## config.mk

```make
export PLATFORM = sky130hd
export DESIGN_NAME = fetch_stage
export DESIGN_NICKNAME = d
export VERILOG_FILES = /design/src/rtl/pipeline_pkg.sv /design/src/rtl/if_id_reg.sv /design/src/rtl/fetch_stage.sv
export SDC_FILE = /design/constraint.sdc
export NUM_CORES = 1
export LEC_CHECK = 0
export CAP_MARGIN = 20
export CORE_AREA = 8 8 127 129
export CTS_BUF_LIST = sky130_fd_sc_hd__clkbuf_8
export DETAILED_ROUTE_END_ITERATION = 6
export DIE_AREA = 0 0 135 137
export PLACE_DENSITY = 0.93
export SLEW_MARGIN = 5
export SYNTH_ARGS = -nofsm -noshare
export SYNTH_HDL_FRONTEND = slang
export SYNTH_HIERARCHICAL = 1
export SYNTH_SLANG_ARGS = --single-unit
export TNS_END_PERCENT = 5
```

## constraint.sdc

```tcl
create_clock -name Clk -period 7 [get_ports Clk]
set_input_delay 1.4 -clock Clk [delete_from_list [all_inputs] [get_ports Clk]]
set_output_delay 1.4 -clock Clk [all_outputs]
set_load 0.02 [all_outputs]
```

## src/rtl/pipeline_pkg.sv

```systemverilog
// Shared pipeline constants and the fetch FSM state encoding.
package pipeline_pkg;

  localparam int PC_W = 32;
  localparam logic [PC_W-1:0] NOP_INSTR_DEFAULT = 32'h0000_0000;
  localparam logic [PC_W-1:0] RESET_PC_DEFAULT  = 32'h0000_0000;

  typedef enum logic {
    RUN  = 1'b0,
    PEND = 1'b1
  } fetch_state_t;

endpackage

```

## src/rtl/if_id_reg.sv

```systemverilog
// IF/ID pipeline register with hold, bubble-load and normal-load controls.
import pipeline_pkg::*;

module if_id_reg #(
  parameter logic [PC_W-1:0] NOP_INSTR = NOP_INSTR_DEFAULT
) (
  input  logic            Clk,
  input  logic            Rst,
  input  logic            Hold,
  input  logic            LoadBubble,
  input  logic            Load,
  input  logic [PC_W-1:0] Instr,
  input  logic [PC_W-1:0] PCPlus4,
  output logic [PC_W-1:0] InstrQ,
  output logic [PC_W-1:0] PCPlus4Q,
  output logic            ValidQ
);

  // Hold wins over any load; a bubble wins over a normal capture.
  always_ff @(posedge Clk or posedge Rst) begin
    if (Rst) begin
      InstrQ   <= NOP_INSTR;
      PCPlus4Q <= '0;
      ValidQ   <= 1'b0;
    end else if (Hold) begin
      InstrQ   <= InstrQ;
      PCPlus4Q <= PCPlus4Q;
      ValidQ   <= ValidQ;
    end else if (LoadBubble) begin
      InstrQ   <= NOP_INSTR;
      PCPlus4Q <= '0;
      ValidQ   <= 1'b0;
    end else if (Load) begin
      InstrQ   <= Instr;
      PCPlus4Q <= PCPlus4;
      ValidQ   <= 1'b1;
    end
  end

endmodule

```

## src/rtl/fetch_stage.sv

```systemverilog
// Instruction-fetch stage: PC, deferred-redirect FSM and IF/ID register.
// Optional macro BRANCH_DELAY_SLOT_EN keeps the instruction after a branch.
import pipeline_pkg::*;

module fetch_stage #(
  parameter logic [PC_W-1:0] RESET_PC  = RESET_PC_DEFAULT,
  parameter logic [PC_W-1:0] NOP_INSTR = NOP_INSTR_DEFAULT
) (
  input  logic            Clk,
  input  logic            Rst,
  input  logic            Stall,
  input  logic            Redirect,
  input  logic [PC_W-1:0] RedirectPC,
  input  logic [PC_W-1:0] IMemData,
  output logic [PC_W-1:0] IMemAddr,
  output logic [PC_W-1:0] PC,
  output logic [PC_W-1:0] IF_ID_Instruction,
  output logic [PC_W-1:0] IF_ID_PCPlus4,
  output logic            IF_ID_Valid
);

  fetch_state_t    state;
  logic [PC_W-1:0] pending_pc;
  logic [PC_W-1:0] aligned_target;
  logic [PC_W-1:0] pc_plus4;
  logic            take_redirect;
  logic            load_bubble;
  logic            load_normal;

  assign aligned_target = {RedirectPC[PC_W-1:2], 2'b00};
  assign pc_plus4       = PC + 32'd4;
  assign IMemAddr       = PC;

  // A redirect lands on the first unstalled cycle, whether fresh or deferred.
  assign take_redirect = !Stall && (Redirect || (state == PEND));

`ifdef BRANCH_DELAY_SLOT_EN
  assign load_bubble = 1'b0;
  assign load_normal = !Stall;
`else
  assign load_bubble = take_redirect;
  assign load_normal = !Stall && !take_redirect;
`endif

  always_ff @(posedge Clk or posedge Rst) begin
    if (Rst) begin
      PC         <= RESET_PC;
      pending_pc <= '0;
      state      <= RUN;
    end else begin
      case (state)
        RUN: begin
          if (Stall) begin
            if (Redirect) begin
              pending_pc <= aligned_target;
              state      <= PEND;
            end
          end else if (Redirect) begin
            PC <= aligned_target;
          end else begin
            PC <= pc_plus4;
          end
        end
        PEND: begin
          if (Stall) begin
            if (Redirect) pending_pc <= aligned_target;
          end else begin
            PC    <= Redirect ? aligned_target : pending_pc;
            state <= RUN;
          end
        end
        default: state <= RUN;
      endcase
    end
  end

  if_id_reg #(
    .NOP_INSTR(NOP_INSTR)
  ) u_if_id (
    .Clk       (Clk),
    .Rst       (Rst),
    .Hold      (Stall),
    .LoadBubble(load_bubble),
    .Load      (load_normal),
    .Instr     (IMemData),
    .PCPlus4   (pc_plus4),
    .InstrQ    (IF_ID_Instruction),
    .PCPlus4Q  (IF_ID_PCPlus4),
    .ValidQ    (IF_ID_Valid)
  );

endmodule
```

==> results.py, run 1 <==
metrics = {
    "placement": {
        "hpwl_um": 15200,
        "placement.io_buffers": 194,
        "gp_congestion": 0.893,
    },
    "synthesis": {
        "synth_nets": 841,
        "synth_top_area_share_pct": 43.1,
        "synth.cell_area_sq_um": 7560,
        "synth_cell_types": 63,
        "yosysMostFrequentCell": "dfrtp_1",
        "synth_edf_count": 0,
        "synth_common_cells": "130 x dfrtp_1, 74 x nand2_1, 44 x nand3b_1",
        "synthArstFlopShare_pct": 100,
        "synth_warnings": 6,
        "ys_ff_latch": 130,
        "ys.flop_type": "dfrtp_1",
        "yosys-top-cells-area": "dfrtp_1 43%, mux2_2 4.6%, nand3b_1 4.4%, o221ai_2 4.0%, a22o_1 3.8%",
        "yosysSeqAreaShare_pct": 43.1,
        "synth_cells": 772,
        "syn_avg_cell_area_sq_um": 9.79,
        "yosysTopAreaCell": "dfrtp_1",
    },
    "floorplan": {
        "io_pins": 197,
        "die_w_um": 135,
        "die_h_um": 137,
        "rows": 44,
        "coreArea_sq_um": 14200,
        "initial_core_util_pct": 53.2,
        "dieArea_sq_um": 18500,
    },
    "critical_path": {
        "cp_max_fo": 67,
        "critical_path.endpoint_type": "register",
        "start_kind": "input pin",
        "worstPathRequired_ns": 7.31,
        "worstSetupPathType": "in -> reg",
        "cp.arrival_ns": 4.03,
        "cpMostUsedCell": "buf_4",
        "worstPathCellList": "buf_2 -> or2_2 -> nor2_2 -> buf_4 -> or2_1 -> buf_4 -> o221ai_1",
        "slowest_stage": "or2_2",
        "critPathMaxStageDelay_ns": 0.65,
        "path_buf_inv": 3,
        "cpLargestDelayFamily": "simple AND/OR/NAND/NOR gates",
    },
    "clock_tree": {
        "cts_sinks": 130,
        "ctsResizeCount": 0,
        "cts_setup_buffers": 0,
        "clkLatencyLatePin_ns": 0.45,
        "cts_buffer_depth": 2,
        "cts_htree_levels": 4,
        "cts_tree": "yes",
        "cts_hold_buffers": 0,
        "clockRootBuffer": "clkbuf_8",
        "clk_pin_slew_ns": 0.08,
        "cts_inserted_buffers": 17,
    },
    "timing": {
        "fmax_ghz": 0.269,
        "fin_crit_ns": 3.72,
        "fin_crit_sh_pct": 53.1,
        "rsz0062_at_grt": "false",
        "drv_slew": 0,
        "tns_ns": 0,
        "final-hold-violation-count": 0,
        "tightest_slew_ns": 1.00,
        "slew_headroom_pct": 33.1,
        "setup_viol": 0,
        "skew_ns": 0.00943,
    },
    "route": {
        "first_pass_iters": 5,
        "dr.first_iter.drc_count": 685,
        "via_per_inst": 6.00,
        "vias": 6514,
        "antenna_left": 0,
        "drcViolationCount": 0,
        "wire_per_inst_um": 19.7,
        "totalWireLength_um": 21400,
    },
    "power_and_ir_drop": {
        "max-vdd-ir-drop_mv": 0.131,
        "total_power_mw": 2.55,
        "power.switching_uw": 908,
        "internal_power_mw": 1.64,
        "cellPowerDensity_nw_per_um2": 267,
        "seq_power_share_pct": 40.6,
        "p_leak_nw": 3.83,
        "clkPwrFrac_pct": 26.4,
        "sw_frac_of_total_pct": 35.6,
        "p_comb_share_pct": 33.0,
    },
    "global_routing": {
        "grt-ovfl-total": 0,
        "grt_pass1_vias": 6126,
        "grt_pass1_wl_um": 33600,
        "grt_max_degree": 113,
        "gr-usage-all-layers_pct": 22.8,
        "antenna_found_initial": 0,
    },
    "cells_and_area": {
        "area_growth_pct": 26.5,
        "nets": 957,
        "n_antenna_cell": 0,
        "drive_gt1_share_pct": 12.4,
        "fillers": 1101,
        "post-route-util_pct": 67.3,
    },
    "hold_path": {
        "hold_class": "reg -> reg",
    },
    "flow_run": {
        "cap_viol_max_count": 0,
    },
    "run_status": {
        "status": "completed",
    },
}
-- power by group through the flow --
| stage | Combinational, mW | Clock (mW) | Sequential, mW |
|---|---|---|---|
| after floorplan | 0.425 | 0 | 1.11 |
| after global routing | 0.897 | 0.720 | 1.06 |
| after detailed placement | 0.845 | 0 | 1.05 |
| after CTS | 0.848 | 0.686 | 1.03 |
| final | 0.841 | 0.674 | 1.04 |
| after global placement | 0.828 | 0 | 1.03 |
-- final timing paths --
check                                  endpoint          startpoint  slack (ns)  cells after the start
min in group asynchronous     u_if_id/InstrQ[7]                 Rst        1.41                      2
hold reg to reg              u_if_id/InstrQ[13]  u_if_id/InstrQ[13]        0.50                      1
hold / removal               u_if_id/InstrQ[13]  u_if_id/InstrQ[13]        0.50                      1
setup / recovery           u_if_id/PCPlus4Q[21]            Redirect        3.28                      7
max in group asynchronous   u_if_id/PCPlus4Q[6]                 Rst        4.68                      3
setup reg to reg           u_if_id/PCPlus4Q[31]        IMemAddr[22]        4.18                      6
-- through the flow --
step / hold slack, ns / worst slack [ns] / area (sq um) / cells
floorplan: 0.454 / 3.87 / 7560 / 772
global placement: 0.469 / 2.89 / 9140 / 1053
detailed placement: 0.481 / 2.87 / 9140 / 1053
CTS: 0.508 / 3.35 / 9560 / 1085
global route: 0.516 / 3.09 / 9560 / 1085
finish: 0.503 / 3.28 / 9560 / 1085
-- cells in the final DEF, fill, tap and decap left out, types with 4 or more instances in the layout --
master / synthesis / routed
o22ai_1: 8 / 8
buf_4: 35 / 13
inv_1: 43 / 41
clkinv_4: 0 / 4
o221ai_1: 8 / 8
clkdlybuf4s50_1: 0 / 192
o221ai_2: 20 / 20
and2_1: 8 / 8
a21oi_1: 41 / 41
nor2b_1: 8 / 8
o211ai_1: 6 / 6
and4_1: 6 / 6
nand4_1: 22 / 22
nor4_1: 10 / 10
nand3b_1: 44 / 44
clkbuf_8: 0 / 17
mux2_2: 31 / 31
or4_1: 5 / 5
dfrtp_1: 130 / 130
nand3_1: 18 / 18
nor2_1: 27 / 25
clkinvlp_4: 0 / 5
o21ai_0: 23 / 23
xor2_1: 11 / 11
nand2_1: 74 / 74
o311ai_0: 4 / 4
xnor2_1: 17 / 17
a22o_1: 33 / 33
a2bb2oi_1: 4 / 4
and3_1: 5 / 5
nor3_1: 8 / 8
-- state kept, by name (all words and copies together) (netlist names) --
signal and count:
u_if_id/ValidQ 1, pending_pc 32, IMemAddr 32, state 1
u_if_id/PCPlus4Q 32, u_if_id/InstrQ 32
-- cell families (layout without fill, tap and decap cells) --
kind of cell	after synthesis	after routing	synth area share (%)
muxes	34	34	5.02
and+or+nand+nor	253	253	19.0
AOI/OAI and AO/OA	174	174	18.4
buffers and inverters	152	281	11.1
xor gates and xnor gates	28	28	3.25
adders and majority gates	1	1	0.166
DFF	130	130	43.1
-- layout make-up --
cell class                 instances  area (sq um)  area share (%)
clock buffer                      17           234            2.45
clock inverter                    15           185            1.94
inverter                          43           161            1.69
multi-input combinational        490          3470            36.3
sequential                       130          3250            34.0
tap                              184           230            2.41
timing repair buffer             206          2020            21.2
-- metal layers --
layer / part of all wire [%] / GRT usage, % / wire (um) / vias up
met4: 1.7 / 6.48 / 355 / 0
li1: - / - / - / 2991
met1: 43 / 30.6 / 9160 / 3151
met2: 47 / 35.3 / 9980 / 333
met5: 0 / 0 / 0 / -
met3: 9.0 / 6.24 / 1920 / 39
No activity file was read; power rests on OpenSTA's default activity.
==> run 2: changes to the inputs <==
- CORE_AREA: 8 8 127 129 -> 8 8 131 133
- DIE_AREA: 0 0 135 137 -> 0 0 139 141
- PLACE_DENSITY: 0.93 -> 0.88
- clock period: 7 -> 3.77 ns (I/O delays scaled with it)
==> run 2 against run 1 <==
Compared with the run above:
- cell count increased by 0.83%
- sequential cell count stayed put
- largest cell class unchanged
- non-clock buffer count grew 5
- hold slack worse by 0.0085 ns
- combinational power increased by 87%
- final area increased by 0.68%
- sequential power up 85%
- first-iteration DRC count rose by 15%
- register-to-register slack worse by 3.2 ns
- clock-buffer cell count unchanged
- clock power grew 97%
- highest routed layer unchanged
- core utilization fell by 3.0 points
==> results.py, run 2 (same netlist as run 1, synthesis figures left out) <==
metrics = {
    "floorplan": {
        "io_pins": 197,
        "coreArea_sq_um": 15000,
        "initial_core_util_pct": 50.5,
        "dieArea_sq_um": 19600,
        "rows": 45,
        "die_h_um": 141,
        "die_w_um": 139,
    },
    "route": {
        "vias": 6499,
        "drcViolationCount": 0,
        "antenna_left": 0,
        "dr.first_iter.drc_count": 790,
        "via_per_inst": 5.94,
        "totalWireLength_um": 21400,
        "first_pass_iters": 5,
        "wire_per_inst_um": 19.6,
    },
    "timing": {
        "fmax_ghz": 0.355,
        "rsz0062_at_grt": "false",
        "final-hold-violation-count": 0,
        "tns_ns": 0,
        "skew_ns": 0.0154,
        "setup_viol": 0,
        "postLayoutSetupSlackWorst_ns": 0.949,
        "drv_slew": 0,
        "fin_crit_ns": 2.82,
        "slew_headroom_pct": 43.1,
        "tightest_slew_ns": 0.845,
        "hold_slack_ns": 0.495,
        "fin_crit_sh_pct": 74.8,
    },
    "clock_tree": {
        "cts_tree": "yes",
        "cts_buffer_depth": 2,
        "clockRootBuffer": "clkbuf_8",
        "cts_htree_levels": 4,
        "cts_sinks": 130,
        "cts_inserted_buffers": 17,
        "ctsResizeCount": 0,
        "clk_pin_slew_ns": 0.09,
        "cts_hold_buffers": 0,
        "cts_setup_buffers": 0,
        "clkLatencyLatePin_ns": 0.46,
    },
    "flow_run": {
        "cap_viol_max_count": 0,
    },
    "placement": {
        "hpwl_um": 15300,
        "dp_cells": 1062,
        "pre_cts_ws_ns": 0.981,
        "gp_congestion": 0.910,
        "placement.io_buffers": 194,
        "place_area_sq_um": 9190,
    },
    "power_and_ir_drop": {
        "max-vdd-ir-drop_mv": 0.284,
        "total_power_mw": 4.82,
        "cellPowerDensity_nw_per_um2": 500,
        "p_leak_nw": 3.87,
    },
    "critical_path": {
        "cp-startpoint": "IMemAddr[22]",
        "cp.arrival_ns": 3.17,
        "critical_path.endpoint_type": "register",
        "worstPathRequired_ns": 4.11,
        "cp_max_fo": 15,
        "r2r-start": "IMemAddr[22]",
        "worstSetupPathType": "reg -> reg",
        "start_kind": "register",
    },
    "cells_and_area": {
        "layout_common_cells": "192 x clkdlybuf4s50_1, 130 x dfrtp_1, 74 x nand2_1",
        "post-route-cell-area_sq_um": 9630,
        "drive_gt1_share_pct": 12.9,
        "fin_cells": 1094,
        "area_growth_pct": 27.4,
        "layout_commonest_cell": "clkdlybuf4s50_1",
        "post-route-util_pct": 64.3,
        "n_antenna_cell": 0,
        "fillers": 1181,
        "nets": 962,
    },
    "run_status": {
        "status": "completed",
    },
    "global_routing": {
        "grt-ovfl-total": 0,
        "grt_pass1_vias": 6174,
        "grt_max_degree": 79,
        "grt_pass1_wl_um": 34300,
        "antenna_found_initial": 0,
        "gr-usage-all-layers_pct": 21.7,
    },
    "hold_path": {
        "min-delay-start": "pending_pc[0]",
        "hold_class": "reg -> reg",
    },
}
-- run 2: cell count changes in the layout (fill, tap and decap cells not counted) --
cell,change
inv_6,+1
clkinvlp_4,-1
bufinv_16,+1
clkinv_4,-1
buf_4,+5
-- run 2: cell type report --
type,count,area (sq um),area share [%]
inverters,43,161,1.68
multi-input cells,490,3470,36.1
repair buffers,211,2060,21.4
clock inverters,15,208,2.16
flip-flops and latches,130,3250,33.8
well taps,188,235,2.44
clock buffers,17,234,2.43
-- run 2: routing by layer --
| layer | part of all wire (%) | vias up | track usage (%) |
|---|---|---|---|
| li1 | - | 2997 | - |
| met1 | 44 | 3137 | 29.0 |
| met2 | 45 | 319 | 33.0 |
| met3 | 8.4 | 46 | 6.35 |
| met4 | 2.1 | 0 | 7.63 |
| met5 | 0 | - | 0 |
-- run 2: power by group --
part	internal [mW]	total (mW)	switching, mW
Combinational	0.765	1.57	0.803
Clock	0.727	1.33	0.608
Sequential	1.63	1.92	0.286
-- run 2: path summary, 6_finish.rpt --
| path | end | slack, ns | cells past startpoint |
|---|---|---|---|
| min | pending_pc[0] | 0.49 | 1 |
| max in group asynchronous | u_if_id/InstrQ[17] | 2.24 | 3 |
| min reg2reg | pending_pc[0] | 0.49 | 1 |
| min in group asynchronous | pending_pc[31] | 0.68 | 2 |
| max reg2reg | u_if_id/PCPlus4Q[31] | 0.95 | 6 |
| max | u_if_id/PCPlus4Q[31] | 0.95 | 6 |
-- run 2: worst max-delay path, stage by stage, from the launching register on --
cell     delay, ns
dfrtp_1       0.66
nand4_1       0.33
or4_1         0.65
or3_4         0.42
xnor2_1       0.17
nor2b_1       0.16
a221o_1       0.31
